<file path="config.mk">
export PLATFORM = sky130hd
export DESIGN_NAME = adc_seq_ctrl_flat
export DESIGN_NICKNAME = d
export VERILOG_FILES = /design/src/rtl/adc_seq_ctrl_if.sv /design/src/rtl/adc_seq_ctrl.sv /design/src/flat_wrapper.sv
export SDC_FILE = /design/constraint.sdc
export NUM_CORES = 2
export LEC_CHECK = 0
export ABC_CLOCK_PERIOD_IN_PS = 10500
export CORE_AREA = 2 2 261 263
export CTS_BUF_LIST = sky130_fd_sc_hd__clkbuf_8
export DETAILED_ROUTE_END_ITERATION = 6
export DIE_AREA = 0 0 263 265
export PLACE_DENSITY = 0.78
export SYNTH_ARGS = -nofsm -noshare
export SYNTH_HDL_FRONTEND = slang
export SYNTH_SLANG_ARGS = --single-unit
</file>
<file path="constraint.sdc">
create_clock -name mclk -period 10.5 [get_ports mclk]
set_input_delay 2.1 -clock mclk [delete_from_list [all_inputs] [get_ports mclk]]
set_output_delay 2.1 -clock mclk [all_outputs]
set_load 0.05 [all_outputs]
</file>
<file path="src/rtl/adc_seq_ctrl_if.sv">
// Control/data bundle for adc_seq_ctrl: run/mute requests, PCM in/out, strobes and status.
// The clip-detect signals exist only when ADC_SEQ_CLIP_DET_EN is defined.
interface adc_seq_ctrl_if;
  logic               enable;
  logic               mute_req;
  logic signed [31:0] pcm_left_in;
  logic signed [31:0] pcm_right_in;
  logic               dsd_stb;
  logic               frame176_stb;
  logic               frame88_stb;
  logic               ch_sel;
  logic [15:0]        gain;
  logic signed [31:0] pcm_left_out;
  logic signed [31:0] pcm_right_out;
  logic               out_valid;
  logic [2:0]         state;
`ifdef ADC_SEQ_CLIP_DET_EN
  logic               clip_clr;
  logic               clip_flag;

  modport master (
    output enable, mute_req, pcm_left_in, pcm_right_in, clip_clr,
    input  dsd_stb, frame176_stb, frame88_stb, ch_sel, gain,
           pcm_left_out, pcm_right_out, out_valid, state, clip_flag
  );
  modport slave (
    input  enable, mute_req, pcm_left_in, pcm_right_in, clip_clr,
    output dsd_stb, frame176_stb, frame88_stb, ch_sel, gain,
           pcm_left_out, pcm_right_out, out_valid, state, clip_flag
  );
`else
  modport master (
    output enable, mute_req, pcm_left_in, pcm_right_in,
    input  dsd_stb, frame176_stb, frame88_stb, ch_sel, gain,
           pcm_left_out, pcm_right_out, out_valid, state
  );
  modport slave (
    input  enable, mute_req, pcm_left_in, pcm_right_in,
    output dsd_stb, frame176_stb, frame88_stb, ch_sel, gain,
           pcm_left_out, pcm_right_out, out_valid, state
  );
`endif
endinterface

</file>
<file path="src/rtl/adc_seq_ctrl.sv">
// Timing sequencer, start-up/mute FSM and gain gate for the DSD128 -> 88.2 kHz PCM ADC chain.
// Optional sticky clip detector is compiled in with ADC_SEQ_CLIP_DET_EN.
module adc_seq_ctrl #(
  parameter int SETTLE_FRAMES = 176400,
  parameter int RAMP_STEP     = 64
) (
  input  logic          mclk,
  input  logic          reset,
  adc_seq_ctrl_if.slave bus
);

  typedef enum logic [2:0] {
    IDLE    = 3'd0,
    SETTLE  = 3'd1,
    RAMP_UP = 3'd2,
    RUN     = 3'd3,
    RAMP_DN = 3'd4,
    MUTED   = 3'd5
  } state_e;

  localparam int               CNT_W       = $clog2(SETTLE_FRAMES + 1);
  localparam logic [CNT_W-1:0] SETTLE_LAST = CNT_W'(SETTLE_FRAMES - 1);
  localparam logic [15:0]      UNITY       = 16'h8000;
  localparam logic [15:0]      STEP        = 16'(RAMP_STEP);

  logic [8:0]         ph_q, ph_d;
  logic               dsd_stb_q, dsd_stb_d;
  logic               f176_q, f176_d;
  logic               f88_q, f88_d;
  logic               ch_sel_q, ch_sel_d;
  state_e             state_q, state_d;
  logic [CNT_W-1:0]   cnt_q, cnt_d;
  logic [15:0]        gain_q, gain_d;
  logic signed [31:0] pcm_l_q, pcm_l_d;
  logic signed [31:0] pcm_r_q, pcm_r_d;
  logic               valid_q, valid_d;

  logic [16:0]        up_sum;
  logic [15:0]        gain_up, gain_dn;
  logic signed [47:0] pcm_l_ext, pcm_r_ext, gain_ext, prod_l, prod_r;

  // Strobes decode the current phase and appear one cycle later; a dropped enable kills them.
  // NOTE: every always_comb assigns each output a default first, so no path can infer a latch.
  always_comb begin
    ph_d      = bus.enable ? ph_q + 9'd1 : '0;
    dsd_stb_d = bus.enable && (ph_q[2:0] == 3'd7);
    f176_d    = bus.enable && (ph_q[7:0] == 8'hFF);
    f88_d     = bus.enable && (ph_q == 9'h1FF);
    ch_sel_d  = bus.enable && ph_q[7];
  end

  always_comb begin
    up_sum  = {1'b0, gain_q} + {1'b0, STEP};
    gain_up = (up_sum >= 17'(UNITY)) ? UNITY : up_sum[15:0];
    gain_dn = (gain_q > STEP) ? gain_q - STEP : '0;
  end

  always_comb begin
    state_d = state_q;
    cnt_d   = cnt_q;
    gain_d  = gain_q;
    if (!bus.enable) begin
      state_d = IDLE;
      cnt_d   = '0;
      gain_d  = '0;
    end else begin
      unique case (state_q)
        IDLE: begin
          cnt_d   = '0;
          gain_d  = '0;
          state_d = SETTLE;
        end
        SETTLE: begin
          if (f176_q) begin
            if (cnt_q == SETTLE_LAST) begin
              cnt_d   = '0;
              state_d = bus.mute_req ? MUTED : RAMP_UP;
            end else begin
              cnt_d = cnt_q + 1'b1;
            end
          end
        end
        // A mute request pre-empts a pending gain step so the ramp reverses from where it is.
        RAMP_UP: begin
          if (bus.mute_req) begin
            state_d = RAMP_DN;
          end else if (f88_q) begin
            gain_d = gain_up;
            if (gain_up == UNITY) state_d = RUN;
          end
        end
        RUN: begin
          gain_d = UNITY;
          if (bus.mute_req) state_d = RAMP_DN;
        end
        RAMP_DN: begin
          if (!bus.mute_req) begin
            state_d = RAMP_UP;
          end else if (f88_q) begin
            gain_d = gain_dn;
            if (gain_dn == '0) state_d = MUTED;
          end
        end
        MUTED: begin
          gain_d = '0;
          if (!bus.mute_req) state_d = RAMP_UP;
        end
        default: begin
          state_d = IDLE;
          cnt_d   = '0;
          gain_d  = '0;
        end
      endcase
    end
  end

  // Samples are scaled by the gain held before this frame's step; >>> floors toward -inf.
  always_comb begin
    pcm_l_ext = {{16{bus.pcm_left_in[31]}}, bus.pcm_left_in};
    pcm_r_ext = {{16{bus.pcm_right_in[31]}}, bus.pcm_right_in};
    gain_ext  = {32'd0, gain_q};
    prod_l    = pcm_l_ext * gain_ext;
    prod_r    = pcm_r_ext * gain_ext;
    pcm_l_d   = pcm_l_q;
    pcm_r_d   = pcm_r_q;
    valid_d   = 1'b0;
    if (!bus.enable) begin
      pcm_l_d = '0;
      pcm_r_d = '0;
    end else if (f88_q) begin
      pcm_l_d = 32'(prod_l >>> 15);
      pcm_r_d = 32'(prod_r >>> 15);
      valid_d = 1'b1;
    end
  end

  // NOTE: state registers use non-blocking assignments so every flop samples pre-edge values.
  always_ff @(posedge mclk or posedge reset) begin
    if (reset) begin
      ph_q      <= '0;
      dsd_stb_q <= 1'b0;
      f176_q    <= 1'b0;
      f88_q     <= 1'b0;
      ch_sel_q  <= 1'b0;
      state_q   <= IDLE;
      cnt_q     <= '0;
      gain_q    <= '0;
      pcm_l_q   <= '0;
      pcm_r_q   <= '0;
      valid_q   <= 1'b0;
    end else begin
      ph_q      <= ph_d;
      dsd_stb_q <= dsd_stb_d;
      f176_q    <= f176_d;
      f88_q     <= f88_d;
      ch_sel_q  <= ch_sel_d;
      state_q   <= state_d;
      cnt_q     <= cnt_d;
      gain_q    <= gain_d;
      pcm_l_q   <= pcm_l_d;
      pcm_r_q   <= pcm_r_d;
      valid_q   <= valid_d;
    end
  end

  assign bus.dsd_stb       = dsd_stb_q;
  assign bus.frame176_stb  = f176_q;
  assign bus.frame88_stb   = f88_q;
  assign bus.ch_sel        = ch_sel_q;
  assign bus.gain          = gain_q;
  assign bus.pcm_left_out  = pcm_l_q;
  assign bus.pcm_right_out = pcm_r_q;
  assign bus.out_valid     = valid_q;
  assign bus.state         = state_q;

`ifdef ADC_SEQ_CLIP_DET_EN
  localparam logic signed [31:0] CLIP_POS = 32'sh7F00_0000;
  localparam logic signed [31:0] CLIP_NEG = 32'sh8100_0000;

  logic [1:0] clip_run_q, clip_run_d;
  logic       clip_flag_q, clip_flag_d;
  logic       clip_hot, clip_set;

  // A run of three hot samples is remembered; the fourth consecutive one sets the flag.
  always_comb begin
    clip_hot = (bus.pcm_left_in  >= CLIP_POS) || (bus.pcm_left_in  <= CLIP_NEG) ||
               (bus.pcm_right_in >= CLIP_POS) || (bus.pcm_right_in <= CLIP_NEG);
    clip_run_d = clip_run_q;
    clip_set   = 1'b0;
    if (!bus.enable) begin
      clip_run_d = '0;
    end else if (f88_q) begin
      if (!clip_hot)               clip_run_d = '0;
      else if (clip_run_q == 2'd3) clip_set   = 1'b1;
      else                         clip_run_d = clip_run_q + 2'd1;
    end
    clip_flag_d = clip_set ? 1'b1 : (bus.clip_clr ? 1'b0 : clip_flag_q);
  end

  always_ff @(posedge mclk or posedge reset) begin
    if (reset) begin
      clip_run_q  <= '0;
      clip_flag_q <= 1'b0;
    end else begin
      clip_run_q  <= clip_run_d;
      clip_flag_q <= clip_flag_d;
    end
  end

  assign bus.clip_flag = clip_flag_q;
`endif

endmodule

</file>
<file path="src/flat_wrapper.sv">
// flat-port wrapper written by rule: the top's interface ports become plain ports
module adc_seq_ctrl_flat 
#(
  parameter int SETTLE_FRAMES = 176400,
  parameter int RAMP_STEP     = 64
)
  (mclk, reset, bus_enable, bus_mute_req, bus_pcm_left_in, bus_pcm_right_in, bus_dsd_stb, bus_frame176_stb, bus_frame88_stb, bus_ch_sel, bus_gain, bus_pcm_left_out, bus_pcm_right_out, bus_out_valid, bus_state);
  adc_seq_ctrl_if bus_i ();
  input  logic mclk;
  input  logic reset;
  input wire logic [$bits(bus_i.enable)-1:0] bus_enable;
  input wire logic [$bits(bus_i.mute_req)-1:0] bus_mute_req;
  input wire logic [$bits(bus_i.pcm_left_in)-1:0] bus_pcm_left_in;
  input wire logic [$bits(bus_i.pcm_right_in)-1:0] bus_pcm_right_in;
  output wire logic [$bits(bus_i.dsd_stb)-1:0] bus_dsd_stb;
  output wire logic [$bits(bus_i.frame176_stb)-1:0] bus_frame176_stb;
  output wire logic [$bits(bus_i.frame88_stb)-1:0] bus_frame88_stb;
  output wire logic [$bits(bus_i.ch_sel)-1:0] bus_ch_sel;
  output wire logic [$bits(bus_i.gain)-1:0] bus_gain;
  output wire logic [$bits(bus_i.pcm_left_out)-1:0] bus_pcm_left_out;
  output wire logic [$bits(bus_i.pcm_right_out)-1:0] bus_pcm_right_out;
  output wire logic [$bits(bus_i.out_valid)-1:0] bus_out_valid;
  output wire logic [$bits(bus_i.state)-1:0] bus_state;
  assign bus_i.enable = bus_enable;
  assign bus_i.mute_req = bus_mute_req;
  assign bus_i.pcm_left_in = bus_pcm_left_in;
  assign bus_i.pcm_right_in = bus_pcm_right_in;
  assign bus_dsd_stb = bus_i.dsd_stb;
  assign bus_frame176_stb = bus_i.frame176_stb;
  assign bus_frame88_stb = bus_i.frame88_stb;
  assign bus_ch_sel = bus_i.ch_sel;
  assign bus_gain = bus_i.gain;
  assign bus_pcm_left_out = bus_i.pcm_left_out;
  assign bus_pcm_right_out = bus_i.pcm_right_out;
  assign bus_out_valid = bus_i.out_valid;
  assign bus_state = bus_i.state;
  adc_seq_ctrl #(.SETTLE_FRAMES(SETTLE_FRAMES), .RAMP_STEP(RAMP_STEP)) u_core (.mclk(mclk), .reset(reset), .bus(bus_i));
endmodule
</file>
==> impl_metrics.tcl <==
set metrics [dict create \
    synth_edf_count 0 \
    clk_pin_slew_worst_paths_ps 90 \
    setup_tns_ps 0 \
    drt_pass1_iterations 7 \
    ys_warn_count 0 \
    yosys.area.top_type "fa_1" \
    cts_tree "yes" \
    cap_violations 0 \
    synth_cell_types 75 \
    synth_fp_nets 5690 \
    num_vias 29500 \
    power_mw 1.38 \
    postCtsResizedCells 0 \
    grt_overflow_total 0 \
    rsz0062_at_grt "false" \
    cts_made_buffers 17 \
    hold_slack_ps 484 \
    startpoint_type "input pin" \
    antenna_found_initial 1 \
    path_class "input pin to flip-flop" \
    ys.flop_type "dfrtp_1" \
    cp_max_fo 16 \
    gp_congestion 0.920 \
    grt_pass1_wl_um 166000 \
    grt_max_degree 76 \
    post_cts_buffers 0 \
    synth_top_area_share_pct 47.9 \
    critPathArrivalTime_ps 9410 \
    grtUsageTotal_pct 30.3 \
    maxSlewHeadroom_pct 22.7 \
    final_max_slew_viol_count 0 \
    cts-root-buf "clkbuf_8" \
    worst_clock_skew_ps 24.1 \
    hold_viol 0 \
    crit_required_ps 10900 \
    max_freq_mhz 111 \
    fp.dieW_um 263 \
    min_period_over_period_pct 85.8 \
    area_growth_pct 6.38 \
    peakVddDrop_v 0.000110 \
    synthCells 4444 \
    first_iter_violations 1984 \
    vias_per_cell 5.53 \
    endpoint_kind "flip-flop" \
    drt_wl_total_um 98800 \
    syn_area_mm2 0.0397 \
    nFillCells 5606 \
    dpl_cell_area_mm2 0.0418 \
    synth.area.top_cells "fa_1, inv_1, and2_1, dfrtp_1, ha_1" \
    total_leakage_power_nw 22.0 \
    fin_nets 5684 \
    setup_viol 0 \
    power_density_mw_per_mm2 32.6 \
    port_buffers 155 \
    status "complete, no violations" \
    htree_levels 4 \
    core_area_mm2 0.0668 \
    synth_area_per_cell_um2 8.93 \
    clock_latency_ps 570 \
    cts_hold_buf 0 \
    synth-seq-area-share_pct 7.25 \
    clock-sinks 115 \
    start_util_pct 59.4 \
    dpl.hpwl_um 76300 \
    worst_pin_slew_ps 1160 \
    async_flop_share_pct 100 \
    fp.dieH_um 265 \
    ios 156 \
    final_cell_mix "inv_1, fa_1, nand2_1" \
    rows 95 \
    grt_pass1_vias 32100 \
    min-delay-path-class "flip-flop to flip-flop" \
    ctsLongestPathBuffers 2 \
    dieArea_mm2 0.0697 \
    route.detailed.drc 0 \
    avgRoutedWirePerCell_um 18.6 \
    drive_gt1_share_pct 2.54 \
    postRouteAntennaNets 0 \
    ys_ff_latch 115 \
    finalCriticalPeriod_ps 9010 \
    fin_area_mm2 0.0422 \
    final_common_cell "inv_1" \
]
## per-layer routing
metal  GRT usage [%]  share of wire (%)  up-vias  wire (um)
met4            11.8                3.7        0       3640
met5               0                  0        -          0
li1                -                  -    12900          -
met1            39.8                 40    15200      39100
met3            4.11                6.9      223       6860
met2            51.5                 50     1148      49200
## path summary, 6_finish.rpt
path                                                         from                                        to  slack, ps  cells after the start
max                                            bus_pcm_left_in[7]   u_core.bus.pcm_left_out[29]$_DFFE_PP0P_       1490                     24
min                        u_core.bus.pcm_left_out[2]$_DFFE_PP0P_    u_core.bus.pcm_left_out[2]$_DFFE_PP0P_        480                      2
max reg2reg                        u_core.bus.gain[8]$_DFFE_PP0P_   u_core.bus.pcm_left_out[29]$_DFFE_PP0P_       2570                     24
min reg2reg                u_core.bus.pcm_left_out[2]$_DFFE_PP0P_    u_core.bus.pcm_left_out[2]$_DFFE_PP0P_        480                      2
max in group asynchronous                                   reset            u_core.bus.gain[4]$_DFFE_PP0P_       7040                      3
min in group asynchronous                                   reset  u_core.bus.pcm_right_out[31]$_DFFE_PP0P_       1960                      2
## final cells by class
class | count | area, um2 | share of cell area [%]
sequential | 115 | 2900 | 6.87
multi-input combinational | 2981 | 31700 | 75.2
clock buffer | 17 | 234 | 0.554
clock inverter | 15 | 171 | 0.406
antenna | 1 | 2.50 | 0.00593
tap | 873 | 1090 | 2.59
inverter | 1130 | 4250 | 10.1
timing repair buffer | 193 | 1830 | 4.34
## power by group
part	internal [mW]	switching, mW
Clock	0.217	0.261
Combinational	0.142	0.281
Sequential	0.450	0.0256
## worst max-delay path, stage by stage
cell	delay (ps)
clkdlybuf4s50_1	910
nand2_1	170
fa_1	560
inv_1	60
fa_1	510
inv_1	60
fa_1	530
inv_1	50
fa_1	450
fa_1	500
inv_1	50
fa_1	470
inv_1	50
ha_1	330
a21o_1	180
a21o_1	170
a21oi_1	220
nand2_1	120
o2111ai_2	460
nand2_1	190
a2111oi_0	750
o31ai_1	230
xnor2_1	190
o21ai_0	100
## sequential cells by signal (all words and copies together), names as in the netlist
| name | count |
|---|---|
| u_core.bus.frame88_stb | 1 |
| u_core.bus.pcm_right_out | 32 |
| u_core.bus.gain | 16 |
| u_core.bus.state | 3 |
| u_core.cnt_q | 18 |
| u_core.bus.frame176_stb | 1 |
| u_core.bus.dsd_stb | 1 |
| u_core.bus.pcm_left_out | 32 |
| u_core.ph_q | 9 |
| u_core.bus.out_valid | 1 |
| u_core.bus.ch_sel | 1 |
## Yosys cell counts, types with 5 or more instances
master / instances
xor2_1: 28
nor3_1: 24
and4_1: 5
nand3b_1: 7
nand2b_1: 13
or3_1: 18
and2_1: 461
buf_2: 5
o31ai_1: 16
a21oi_1: 73
nand3_1: 30
nand2_1: 676
fa_1: 950
a22o_1: 5
dfrtp_1: 115
nor4_1: 6
clkbuf_1: 206
o21bai_1: 9
ha_1: 228
a221o_1: 6
nand4_1: 22
o21a_1: 8
o211ai_1: 8
o21ai_1: 8
nor2b_1: 31
o21ai_0: 75
and3_1: 14
buf_1: 6
xnor2_1: 64
mux2i_1: 13
a21o_1: 40
nor2_1: 59
a21boi_0: 6
inv_1: 1129
a32o_1: 10
## metrics by stage
step | util, % | cells | worst slack, ps
global route | 63.2 | 5325 | 1100
finish | 63.2 | 5325 | 1490
floorplan | - | 4444 | 2450
detailed placement | 62.6 | 5292 | 1040
global placement | 62.6 | 5292 | 1210
CTS | 63.2 | 5324 | 1610
## logic make-up after synthesis
kind of cell | Yosys count | share of synthesized area [%]
xor+xnor | 92 | 2.03
flops | 115 | 7.25
buf+inv | 1348 | 12.8
simple gates | 1382 | 17.1
fa+ha+maj | 1179 | 55.1
compound gates | 314 | 5.34
mux | 14 | 0.356
Power figures use the tool's default switching activity.
